### config.mk
export PLATFORM = sky130hd
export DESIGN_NAME = sr_latch_driver
export DESIGN_NICKNAME = d
export VERILOG_FILES = /design/src/rtl/sr_latch_driver.sv
export SDC_FILE = /design/constraint.sdc
export NUM_CORES = 1
export LEC_CHECK = 0
export CAP_MARGIN = 0
export CORE_UTILIZATION = 45
export DETAILED_ROUTE_END_ITERATION = 6
export GPL_TIMING_DRIVEN = 1
export PLACE_DENSITY = 0.79
export SYNTH_ARGS = -nofsm -noshare
export SYNTH_HDL_FRONTEND = slang
export SYNTH_SLANG_ARGS = --single-unit
### constraint.sdc
create_clock -name clk -period 1.6 [get_ports clk]
set_clock_uncertainty 0.15 [all_clocks]
set_input_delay 0.4 -clock clk [delete_from_list [all_inputs] [get_ports clk]]
set_output_delay 0.4 -clock clk [all_outputs]
set_load 0.05 [all_outputs]
### src/rtl/sr_latch_driver.sv
// Clocked set/clear/toggle front-end for a cross-coupled NOR SR latch.
// Define SR_DRV_VERIFY_EN to build the Q-feedback CHECK phase, its synchronizer and err reporting.
module sr_latch_driver #(
    parameter int PULSE_W = 2,
    parameter int DEAD_W  = 1,
    parameter int TIMEOUT = 8
) (
    input  logic       clk,
    input  logic       rst_n,
    input  logic       cmd_valid,
    output logic       cmd_ready,
    input  logic [1:0] cmd_op,
    input  logic       q_fb,
    output logic       s_out,
    output logic       r_out,
    output logic       busy,
    output logic       done,
    output logic       err,
    output logic       state_q
);

    localparam int CNT_MAX_PD = (PULSE_W > DEAD_W) ? PULSE_W : DEAD_W;
    localparam int CNT_MAX    = (CNT_MAX_PD > TIMEOUT) ? CNT_MAX_PD : TIMEOUT;
    localparam int CNT_W      = $clog2(CNT_MAX + 1);

    localparam logic [CNT_W-1:0] PULSE_LAST   = CNT_W'(PULSE_W);
    localparam logic [CNT_W-1:0] DEAD_LAST    = CNT_W'((DEAD_W > 0) ? DEAD_W - 1 : 0);
    localparam logic [CNT_W-1:0] TIMEOUT_LAST = CNT_W'(TIMEOUT - 1);
    localparam logic [CNT_W-1:0] CNT_ONE      = CNT_W'(1);

    localparam logic [1:0] OP_NOP    = 2'b00;
    localparam logic [1:0] OP_SET    = 2'b01;
    localparam logic [1:0] OP_CLEAR  = 2'b10;
    localparam logic [1:0] OP_TOGGLE = 2'b11;

    typedef enum logic [1:0] {
        ST_IDLE,
        ST_PULSE,
        ST_DEAD,
        ST_CHECK
    } fsm_e;

    fsm_e             fsm_q, fsm_d;
    logic [CNT_W-1:0] cnt_q, cnt_d;
    logic             target_q, target_d;
    logic             s_q, s_d;
    logic             r_q, r_d;
    logic             done_q, done_d;
    logic             nop_q, nop_d;
    logic             latch_q, latch_d;
    logic             ready_q, ready_d;
    logic             busy_q, busy_d;
    logic             accept;
    logic             endShaping;

`ifdef SR_DRV_VERIFY_EN
    logic             err_q, err_d;
    logic             sync1_q, sync2_q;
`else
    logic             unused_q_fb;
`endif

    assign accept = cmd_valid & ready_q;

    // The PULSE phase spends one extra cycle so the registered S/R drive
    // rises the edge after accept and stays high for exactly PULSE_W cycles.
    always_comb begin
        fsm_d      = fsm_q;
        cnt_d      = cnt_q;
        target_d   = target_q;
        s_d        = 1'b0;
        r_d        = 1'b0;
        done_d     = nop_q;
        nop_d      = 1'b0;
        latch_d    = latch_q;
        endShaping = 1'b0;
`ifdef SR_DRV_VERIFY_EN
        err_d      = 1'b0;
`endif

        case (fsm_q)
            ST_IDLE: begin
                if (accept) begin
                    cnt_d = '0;
                    case (cmd_op)
                        OP_SET: begin
                            target_d = 1'b1;
                            fsm_d    = ST_PULSE;
                        end
                        OP_CLEAR: begin
                            target_d = 1'b0;
                            fsm_d    = ST_PULSE;
                        end
                        OP_TOGGLE: begin
                            target_d = ~latch_q;
                            fsm_d    = ST_PULSE;
                        end
                        default: begin
                            nop_d = 1'b1;
                        end
                    endcase
                end
            end

            ST_PULSE: begin
                if (cnt_q == PULSE_LAST) begin
                    cnt_d = '0;
                    if (DEAD_W > 0) begin
                        fsm_d = ST_DEAD;
                    end else begin
                        endShaping = 1'b1;
                    end
                end else begin
                    cnt_d = cnt_q + CNT_ONE;
                    s_d   = target_q;
                    r_d   = ~target_q;
                end
            end

            ST_DEAD: begin
                if (cnt_q == DEAD_LAST) begin
                    cnt_d      = '0;
                    endShaping = 1'b1;
                end else begin
                    cnt_d = cnt_q + CNT_ONE;
                end
            end

`ifdef SR_DRV_VERIFY_EN
            ST_CHECK: begin
                if (sync2_q == target_q) begin
                    fsm_d   = ST_IDLE;
                    cnt_d   = '0;
                    done_d  = 1'b1;
                    latch_d = target_q;
                end else if (cnt_q == TIMEOUT_LAST) begin
                    fsm_d   = ST_IDLE;
                    cnt_d   = '0;
                    done_d  = 1'b1;
                    err_d   = 1'b1;
                    latch_d = sync2_q;
                end else begin
                    cnt_d = cnt_q + CNT_ONE;
                end
            end
`endif

            default: begin
                fsm_d = ST_IDLE;
                cnt_d = '0;
            end
        endcase

        if (endShaping) begin
`ifdef SR_DRV_VERIFY_EN
            fsm_d   = ST_CHECK;
`else
            fsm_d   = ST_IDLE;
            done_d  = 1'b1;
            latch_d = target_q;
`endif
        end

        ready_d = (fsm_d == ST_IDLE);
        busy_d  = ~ready_d;
    end

    // State and every output are flops so the latch never sees a combinational glitch.
    always_ff @(posedge clk or negedge rst_n) begin
        if (!rst_n) begin
            fsm_q    <= ST_IDLE;
            cnt_q    <= '0;
            target_q <= 1'b0;
            s_q      <= 1'b0;
            r_q      <= 1'b0;
            done_q   <= 1'b0;
            nop_q    <= 1'b0;
            latch_q  <= 1'b0;
            ready_q  <= 1'b1;
            busy_q   <= 1'b0;
        end else begin
            fsm_q    <= fsm_d;
            cnt_q    <= cnt_d;
            target_q <= target_d;
            s_q      <= s_d;
            r_q      <= r_d;
            done_q   <= done_d;
            nop_q    <= nop_d;
            latch_q  <= latch_d;
            ready_q  <= ready_d;
            busy_q   <= busy_d;
        end
    end

`ifdef SR_DRV_VERIFY_EN
    // q_fb comes straight from the asynchronous latch, so it is double-flopped before use.
    always_ff @(posedge clk or negedge rst_n) begin
        if (!rst_n) begin
            sync1_q <= 1'b0;
            sync2_q <= 1'b0;
            err_q   <= 1'b0;
        end else begin
            sync1_q <= q_fb;
            sync2_q <= sync1_q;
            err_q   <= err_d;
        end
    end

    assign err = err_q;
`else
    assign unused_q_fb = q_fb;
    assign err         = 1'b0;
`endif

    assign cmd_ready = ready_q;
    assign busy      = busy_q;
    assign s_out     = s_q;
    assign r_out     = r_q;
    assign done      = done_q;
    assign state_q   = latch_q;

endmodule
==> results.py, run 1 <==
metrics = {
    "run_status": {
        "status": "complete, but fails checks",
        "violations": "negative setup slack",
    },
    "drt": {
        "wl_per_cell_um": 15.66,
        "drt-initial-drc-count": 10,
        "drcViolationCount": 0,
        "vias": 630,
        "postRouteAntennaNets": 0,
        "firstDrtPassIters": 4,
        "viasPerCell": 5.294,
        "wl_um": 1863,
    },
    "critical_path": {
        "cp-end-kind": "flip-flop",
        "critPathMaxFanout": 4,
        "critPathArrivalTime_ns": 1.77,
        "cp_data_required_time_ns": 1.67,
        "critPathLaunchType": "flip-flop",
        "path_class": "flip-flop to flip-flop",
    },
    "placement": {
        "detailed_place_hpwl_um": 1343,
        "dp_slack_ns": -0.3740,
        "routabilityCongestion": 0.8511,
        "place_area_um2": 1025,
        "io_buffer_count": 10,
    },
    "cells_and_area": {
        "seq_area_um2": 351.6,
        "antennaDiodeCount": 0,
        "fillers": 94,
        "layout-drive-gt1-share": 0.4272,
        "area_growth_pct": 51.09,
        "multi_input_area_um2": 404.1,
        "nets": 117,
        "postLayoutCellArea_um2": 1125,
    },
    "synthesis": {
        "synth_flop_cell": "dfrtp_1",
        "synth_most_common_cell": "dfrtp_1",
        "yosysUniqueCellTypes": 31,
        "yosys_register_bits": 14,
        "synth-simple-area-share": 0.1714,
        "synth.area.top_cells": "dfrtp_1 (44%), ha_1 (12%), dfstp_2 (3.5%), inv_1 (3.0%), nand2_1 (3.0%)",
        "ys_seq_area_frac": 0.4723,
        "syn-cell-area_um2": 744.5,
        "synth_top_area_frac": 0.4370,
        "synth.net_count": 86,
        "yosysWarnings": 0,
        "avgSynthCellArea_um2": 10.20,
        "synth_top_family_by_area": "compound AO/OA/AOI/OAI gates",
        "synthMuxAreaShare": 0.01513,
        "synth_xor_xnor_area_share": 0,
        "yosys.area.top_type": "dfrtp_1",
        "synth-compound-area-share": 0.1782,
        "synth_fa_ha_area_frac": 0.1176,
        "synth_edf_count": 0,
        "syn-instance-count": 73,
        "async_flop_share": 1.000,
        "synthTopCellsByCount": "dfrtp_1 (13), ha_1 (7), inv_1 (6), nand2_1 (6), o21ai_0 (4)",
    },
    "clock_tree": {
        "cts-root-buf": "clkbuf_4",
        "h-tree-depth": 1,
        "cts.reportedPaths.clkPinSlew_ns": 0.09,
        "cts_buffer_depth": 2,
        "clk_latency_ns": 0.27,
        "cts_tree": "yes",
        "clkSinkCount": 14,
        "holdBufCountCts": 0,
        "cts_buffers": 3,
    },
    "pwr": {
        "switchingPower_uw": 819.3,
        "power_frac_comb": 0.585,
        "ir_drop_mv": 1.227,
        "power.density_nw_per_um2": 1796,
        "intPower_uw": 1201,
        "switching_share": 0.4056,
        "p_leak_uw": 0.0005455,
        "pwr-share-clk": 0.128,
        "p_seq_frac": 0.287,
    },
    "sta": {
        "grt_setup_unrepaired": "true",
        "final.setup.tns_ns": -0.4711,
        "min_period_over_period": 1.063,
        "setup_ws_ns": -0.1002,
        "fmax_mhz": 588.2,
        "slew_viol_final": 0,
        "finalCriticalPeriod_ns": 1.700,
        "finalHoldViolCount": 0,
        "finalSetupViolCount": 8,
    },
    "job": {
        "max_cap_violations": 0,
    },
    "grt": {
        "antenna_found_initial": 0,
        "grt_usage": 0.2291,
        "grt_pass1_wl_um": 3049,
        "overflow": 0,
        "grt_max_degree": 9,
        "grt_pass1_vias": 662,
    },
    "floorplanning": {
        "io_pins": 13,
        "initial_core_util": 0.4885,
        "die_w_um": 42.68,
        "num_rows": 14,
        "core_area_um2": 1524,
        "dieArea_um2": 1821,
        "die_y_um": 42.68,
    },
    "worst_hold_path": {
        "hold_path.class": "input port to async pin",
    },
}
-- per-layer routing --
| metal | wire (µm) | up-vias | global-route usage |
|---|---|---|---|
| li1 | - | 309 | - |
| met4 | 5 | 0 | 0.04375 |
| met3 | 39 | 2 | 0.03404 |
| met2 | 997 | 15 | 0.4061 |
| met5 | 0 | - | 0 |
| met1 | 820 | 304 | 0.2961 |
-- cells by family (layout without fill, tap and decap cells) --
| group | Yosys count | in the layout |
|---|---|---|
| multiplexers | 1 | 1 |
| buffers and inverters | 7 | 37 |
| AO/OA/AOI/OAI | 19 | 19 |
| adder cells (fa/ha/maj) | 7 | 7 |
| other | 1 | 1 |
| AND/OR/NAND/NOR | 24 | 24 |
| flip-flops | 14 | 14 |
-- registers in the layout, summed over array words and instances (netlist names) --
register	cells
fsm_q	2
busy	1
state_q	1
done	1
r_out	1
s_out	1
nop_q	1
cmd_ready	1
cnt_q	4
target_q	1
-- power by group through the flow --
stage	logic, µW	clock network, µW	registers (µW)
CTS	1130	259	584
finish	1180	258	580
global route	1250	280	590
global placement	1030	0	572
detailed placement	1080	0	581
floorplan	359	0	754
-- timing repair --
action	in CTS	in global routing
pin swaps	4	2
resized for setup	10	5
setup buffers	1	2
setup endpoints to repair	9	12
-- cells in the final DEF, fill, tap and decap left out --
master,netlist,layout
a21boi_2,0,1
a21o_1,1,1
a21oi_1,3,2
a21oi_2,0,1
a31oi_1,1,1
and2_1,3,3
and2b_1,2,2
and3_4,0,1
buf_12,0,6
buf_4,1,17
clkbuf_4,0,3
clkbuf_8,0,1
clkdlybuf4s50_1,0,3
conb_1,1,1
dfrtp_1,13,13
dfstp_2,1,1
dlymetal6s2s_1,0,1
ha_1,7,3
ha_2,0,3
ha_4,0,1
inv_1,6,3
inv_2,0,3
mux2_2,1,1
nand2_1,6,6
nand3_1,2,2
nor2_1,3,2
nor2_2,1,2
nor2b_1,1,1
nor3_1,2,2
nor4b_2,0,1
o211ai_1,1,1
o21a_1,1,1
o21ai_0,4,3
o21ai_1,3,4
o22a_1,1,1
o22ai_1,1,1
o31ai_4,1,1
o32a_1,1,1
or2_2,1,1
or3_1,1,1
-- worst paths after layout --
| check | from | endpoint | slack, ns | cells after the start |
|---|---|---|---|---|
| worst max register to register | fsm_q[1] | busy | -0.10 | 7 |
| max in group asynchronous | rst_n | r_out | 0.64 | 2 |
| worst min-delay path | rst_n | cnt_q[3] | 0.23 | 1 |
| min in group clk | nop_q | done | 0.30 | 1 |
| worst max-delay path | fsm_q[1] | busy | -0.10 | 7 |
| worst min register to register | nop_q | done | 0.30 | 1 |
-- cell type report --
class                           instances  share of cell area
Timing Repair Buffer                   27              0.2581
Inverter                                6             0.02002
Tap cell                               16             0.01780
Clock buffer                            4             0.03226
Multi-Input combinational cell         52              0.3593
Sequential cell                        14              0.3126
-- worst max-delay path: stages (launching register included) --
cell and delay (ns):
dfrtp_1 0.41, inv_1 0.09, ha_2 0.22, buf_4 0.13
nand3_1 0.12, nor2_2 0.18, o32a_1 0.20, o21a_1 0.15
-- per-stage QoR --
step,power (µW),util,instances,hold slack (ns)
4_1_cts,1975,0.7225,117,0.2345
5_1_grt,2122,0.7381,119,0.2371
6_report,2020,0.7381,119,0.2256
3_3_place_gp,1607,0.6724,112,0.2741
2_1_floorplan,1113,-,73,-0.04559
3_5_place_dp,1657,0.6724,112,0.2799
Note: power is estimated with default switching activity, not from simulation.
==> run 2, diff against run 1 <==
Settings changed: CORE_MARGIN set to 2, SKIP_LAST_GASP set to 1.
Clock period 1.6 ns to 1.55 ns, I/O delays scaled along.
==> results.py, run 2 (same netlist as run 1, synthesis figures left out) <==
metrics = {
    "drt": {
        "postRouteAntennaNets": 0,
        "vias": 729,
        "top_layer": "met4",
        "drcViolationCount": 0,
        "wl_met3_um": 114,
        "routed-wl-met2_um": 1142,
        "firstDrtPassIters": 4,
        "wl_um": 2191,
        "wl_per_cell_um": 17.81,
        "drt-initial-drc-count": 19,
        "wl_met1_um": 872,
        "viasPerCell": 5.927,
    },
    "pwr": {
        "power.density_nw_per_um2": 1858,
        "ir_drop_mv": 1.230,
        "power_frac_comb": 0.601,
        "switchingPower_uw": 928.7,
        "intPower_uw": 1287,
        "p_seq_frac": 0.278,
        "p_leak_uw": 0.0005628,
        "fin_total_pwr_uw": 2215,
        "pwr-share-clk": 0.122,
        "switching_share": 0.4192,
    },
    "grt": {
        "grt_max_degree": 9,
        "antenna_found_initial": 0,
        "grt_usage": 0.2257,
        "overflow": 0,
        "grt_pass1_wl_um": 3139,
        "grt_pass1_vias": 736,
    },
    "critical_path": {
        "cp-end-kind": "flip-flop",
        "reg2reg_setup_slack_ns": -0.19,
        "r2r_cells": 6,
        "critPathArrivalTime_ns": 1.77,
        "startpoint": "cnt_q[0]",
        "cp_data_required_time_ns": 1.58,
        "r2r-end": "cnt_q[2]",
        "r2r_start": "cnt_q[0]",
        "path_class": "flip-flop to flip-flop",
        "critPathMaxFanout": 5,
        "critPathLaunchType": "flip-flop",
    },
    "worst_hold_path": {
        "hold_path.class": "input port to async pin",
    },
    "floorplanning": {
        "dieArea_um2": 1996,
        "io_pins": 13,
        "die_y_um": 44.68,
        "core_area_um2": 1524,
        "die_w_um": 44.68,
        "initial_core_util": 0.4885,
        "num_rows": 14,
    },
    "clock_tree": {
        "h-tree-depth": 1,
        "cts_tree": "yes",
        "holdBufCountCts": 0,
        "cts_buffer_depth": 2,
        "clkSinkCount": 14,
        "cts_buffers": 3,
        "cts.reportedPaths.clkPinSlew_ns": 0.09,
        "cts-root-buf": "clkbuf_4",
        "clk_latency_ns": 0.28,
    },
    "placement": {
        "detailed_place_hpwl_um": 1322,
        "dp_slack_ns": -0.3294,
        "routabilityCongestion": 0.7724,
        "io_buffer_count": 10,
    },
    "sta": {
        "fmax_mhz": 575.9,
        "finalSetupViolCount": 11,
        "grt_setup_unrepaired": "true",
        "slew_viol_final": 0,
        "finalCriticalPeriod_ns": 1.736,
        "final.setup.tns_ns": -1.257,
        "finalHoldViolCount": 0,
        "setup_ws_ns": -0.1865,
        "min_period_over_period": 1.120,
    },
    "cells_and_area": {
        "utilization": 0.7824,
        "largest_reg_flops": 4,
        "layout-drive-gt1-share": 0.4953,
        "final_cell_mix": "buf_4 (21), dfrtp_1 (10), nand2_1 (6), buf_12 (6)",
        "regMostFlops": "cnt_q",
        "nets": 121,
        "top_regs": "cnt_q x4, fsm_q x2",
        "final_common_cell": "buf_4",
        "area_growth_pct": 60.17,
        "antennaDiodeCount": 0,
    },
    "job": {
        "max_cap_violations": 0,
    },
    "run_status": {
        "status": "complete, but fails checks",
        "violations": "negative setup slack",
    },
}
## run 2: critical path: stages, from the launching register on
cell and delay, ns:
dfrtp_1 0.41, inv_2 0.12, ha_4 0.15, and2b_1 0.20, o31ai_4 0.32, o21ai_1 0.11
a21o_1 0.17
## run 2: per-layer routing
layer / global-route usage / up-vias
met1: 0.2630 / 368
met5: 0 / -
met3: 0.06122 / 8
met2: 0.3884 / 36
li1: - / 317
met4: 0.09091 / 0
## run 2: how the worst max path moves through the flow
stage	end	slack (ns)	cells after the start
finish	cnt_q[2]	-0.19	6
floorplan	cnt_q[2]	-0.08	6
detailed placement	cnt_q[3]	-0.33	5
global route	fsm_q[0]	-0.24	7
global placement	cnt_q[3]	-0.28	5
CTS	cnt_q[2]	-0.13	6
## run 2: repair_timing
item / 4_1_cts / 5_1_grt
buffers inserted: 3 / 3
pin swaps: 6 / 6
endpoints found under the setup margin: 11 / 12
endpoints found under the hold margin: 0 / 0
gates resized for setup: 9 / 15
## run 2: stage by stage
step | instances | cell area (µm²) | hold slack (ns)
final | 123 | 1192 | 0.2122
after global routing | 123 | 1192 | 0.2207
after CTS | 120 | 1107 | 0.2224
after detailed placement | 113 | 1032 | 0.2920
after global placement | 113 | 1032 | 0.2692
after floorplan | 73 | 747.0 | -0.05809
## run 2: layout make-up
type | count | area, µm²
Multi-Input combinational cell | 52 | 441.7
Sequential cell | 14 | 355.3
Fill cell | 101 | 331.6
Timing Repair Buffer | 31 | 316.6
Clock buffer | 4 | 36.28
Inverter | 6 | 22.52
Tap cell | 16 | 20.02
## run 2: power groups by stage
stage               clock network (µW)  registers, µW  logic (µW)
finish                             269            615        1330
global route                       291            630        1400
CTS                                271            599        1170
detailed placement                   0            601        1100
global placement                     0            592        1060
floorplan                            0            778         370
==> run 3, diff against run 2 <==
Settings changed: CORE_MARGIN 2 to unset.
==> results.py, run 3 (same netlist as run 1, synthesis figures left out) <==
metrics = {
    "cells_and_area": {
        "fillers": 85,
        "top_regs": "cnt_q x4, fsm_q x2",
        "final_common_cell": "buf_4",
        "nets": 119,
        "antennaDiodeCount": 0,
        "regMostFlops": "cnt_q",
        "final_cell_mix": "buf_4 (17), dfrtp_1 (13), o21ai_1 (6), nand2_1 (6), buf_12 (6)",
        "utilization": 0.7767,
        "largest_reg_flops": 4,
        "layout-drive-gt1-share": 0.4857,
        "area_growth_pct": 58.99,
    },
    "drt": {
        "wl_met1_um": 770,
        "drt-initial-drc-count": 13,
        "top_layer": "met4",
        "wl_met3_um": 105,
        "postRouteAntennaNets": 0,
        "firstDrtPassIters": 4,
        "routed-wl-met2_um": 918,
        "vias": 654,
        "wl_per_cell_um": 15.05,
        "drcViolationCount": 0,
        "wl_um": 1821,
        "viasPerCell": 5.405,
    },
    "job": {
        "max_cap_violations": 0,
    },
    "clock_tree": {
        "clk_latency_ns": 0.29,
        "cts-root-buf": "clkbuf_4",
        "cts_buffers": 3,
        "cts_tree": "yes",
        "clkSinkCount": 14,
        "cts_buffer_depth": 2,
        "cts.reportedPaths.clkPinSlew_ns": 0.09,
        "h-tree-depth": 1,
    },
    "pwr": {
        "power.density_nw_per_um2": 1809,
        "fin_total_pwr_uw": 2142,
        "p_leak_uw": 0.0005618,
        "ir_drop_mv": 1.241,
    },
    "sta": {
        "fin_hold_ws_ns": 0.2178,
        "fmax_mhz": 569.1,
        "min_period_over_period": 1.134,
        "finalSetupViolCount": 8,
        "grt_setup_unrepaired": "true",
        "finalHoldViolCount": 0,
        "slew_viol_final": 0,
        "finalCriticalPeriod_ns": 1.757,
        "setup_ws_ns": -0.2070,
        "final.setup.tns_ns": -0.7898,
    },
    "floorplanning": {
        "die_y_um": 42.68,
        "die_w_um": 42.68,
        "core_area_um2": 1524,
        "io_pins": 13,
        "num_rows": 14,
        "initial_core_util": 0.4885,
        "dieArea_um2": 1821,
    },
    "grt": {
        "grt_pass1_wl_um": 3001,
        "grt_max_degree": 9,
        "grt_usage": 0.2215,
        "antenna_found_initial": 0,
        "grt_pass1_vias": 687,
        "overflow": 0,
    },
    "placement": {
        "dp_slack_ns": -0.3297,
        "routabilityCongestion": 0.8846,
        "io_buffer_count": 10,
        "detailed_place_hpwl_um": 1218,
    },
    "critical_path": {
        "cp_data_required_time_ns": 1.58,
        "critPathArrivalTime_ns": 1.79,
        "path_class": "flip-flop to flip-flop",
        "critPathLaunchType": "flip-flop",
        "critPathMaxFanout": 5,
        "cp-end-kind": "flip-flop",
    },
    "worst_hold_path": {
        "hold_path.class": "input port to async pin",
    },
    "run_status": {
        "status": "complete, but fails checks",
        "violations": "negative setup slack",
    },
}
-- run 3: metal layers --
layer,vias to the layer above,track usage
met5,-,0
met4,0,0.09375
met3,6,0.05957
met2,30,0.3485
met1,304,0.2861
li1,314,-
-- run 3: worst max-delay path, cell delays in order, from the launching register on --
cell     delay (ns)
dfrtp_1        0.40
inv_2          0.12
ha_4           0.16
and2b_1        0.21
o31ai_4        0.35
o21ai_1        0.10
a21o_1         0.17
-- run 3: path summary, 6_finish.rpt --
kind                                from  endpoint  slack (ns)  depth (start not counted)
worst max-delay path            cnt_q[0]  cnt_q[2]       -0.21                          6
worst min-delay path               rst_n  cnt_q[3]        0.22                          1
worst max register to register  cnt_q[0]  cnt_q[2]       -0.21                          6
worst min register to register     nop_q      done        0.30                          1
max in group asynchronous          rst_n  target_q        0.59                          2
min in group clk                   nop_q      done        0.30                          1
-- run 3: per-stage QoR --
step	std cells	cell area, µm²
2_1_floorplan	73	747.0
3_3_place_gp	114	1040
3_5_place_dp	114	1040
4_1_cts	120	1117
5_1_grt	121	1184
6_report	121	1184
-- run 3: where the power goes --
part / switching [µW] / leakage [µW] / total, µW / internal, µW
Clock: 123 / 0.0000210 / 267 / 143
Sequential: 102 / 0.000182 / 587 / 485
Combinational: 645 / 0.000358 / 1290 / 644
-- run 3: final cells by class --
class                      instances  area [µm²]  area share
clock buffer                       4       36.28     0.03066
inverter                           6       22.52     0.01903
multi-input combinational         52       440.4      0.3721
sequential                        14       351.6      0.2970
tap                               16       20.02     0.01691
timing repair buffer              29       312.8      0.2643
-- run 3: what timing repair did --
action,CTS,global route
hold buffers,0,0
buffers inserted,2,1
endpoints found under the setup margin,11,11
pin swaps,4,5
gates resized for setup,10,16
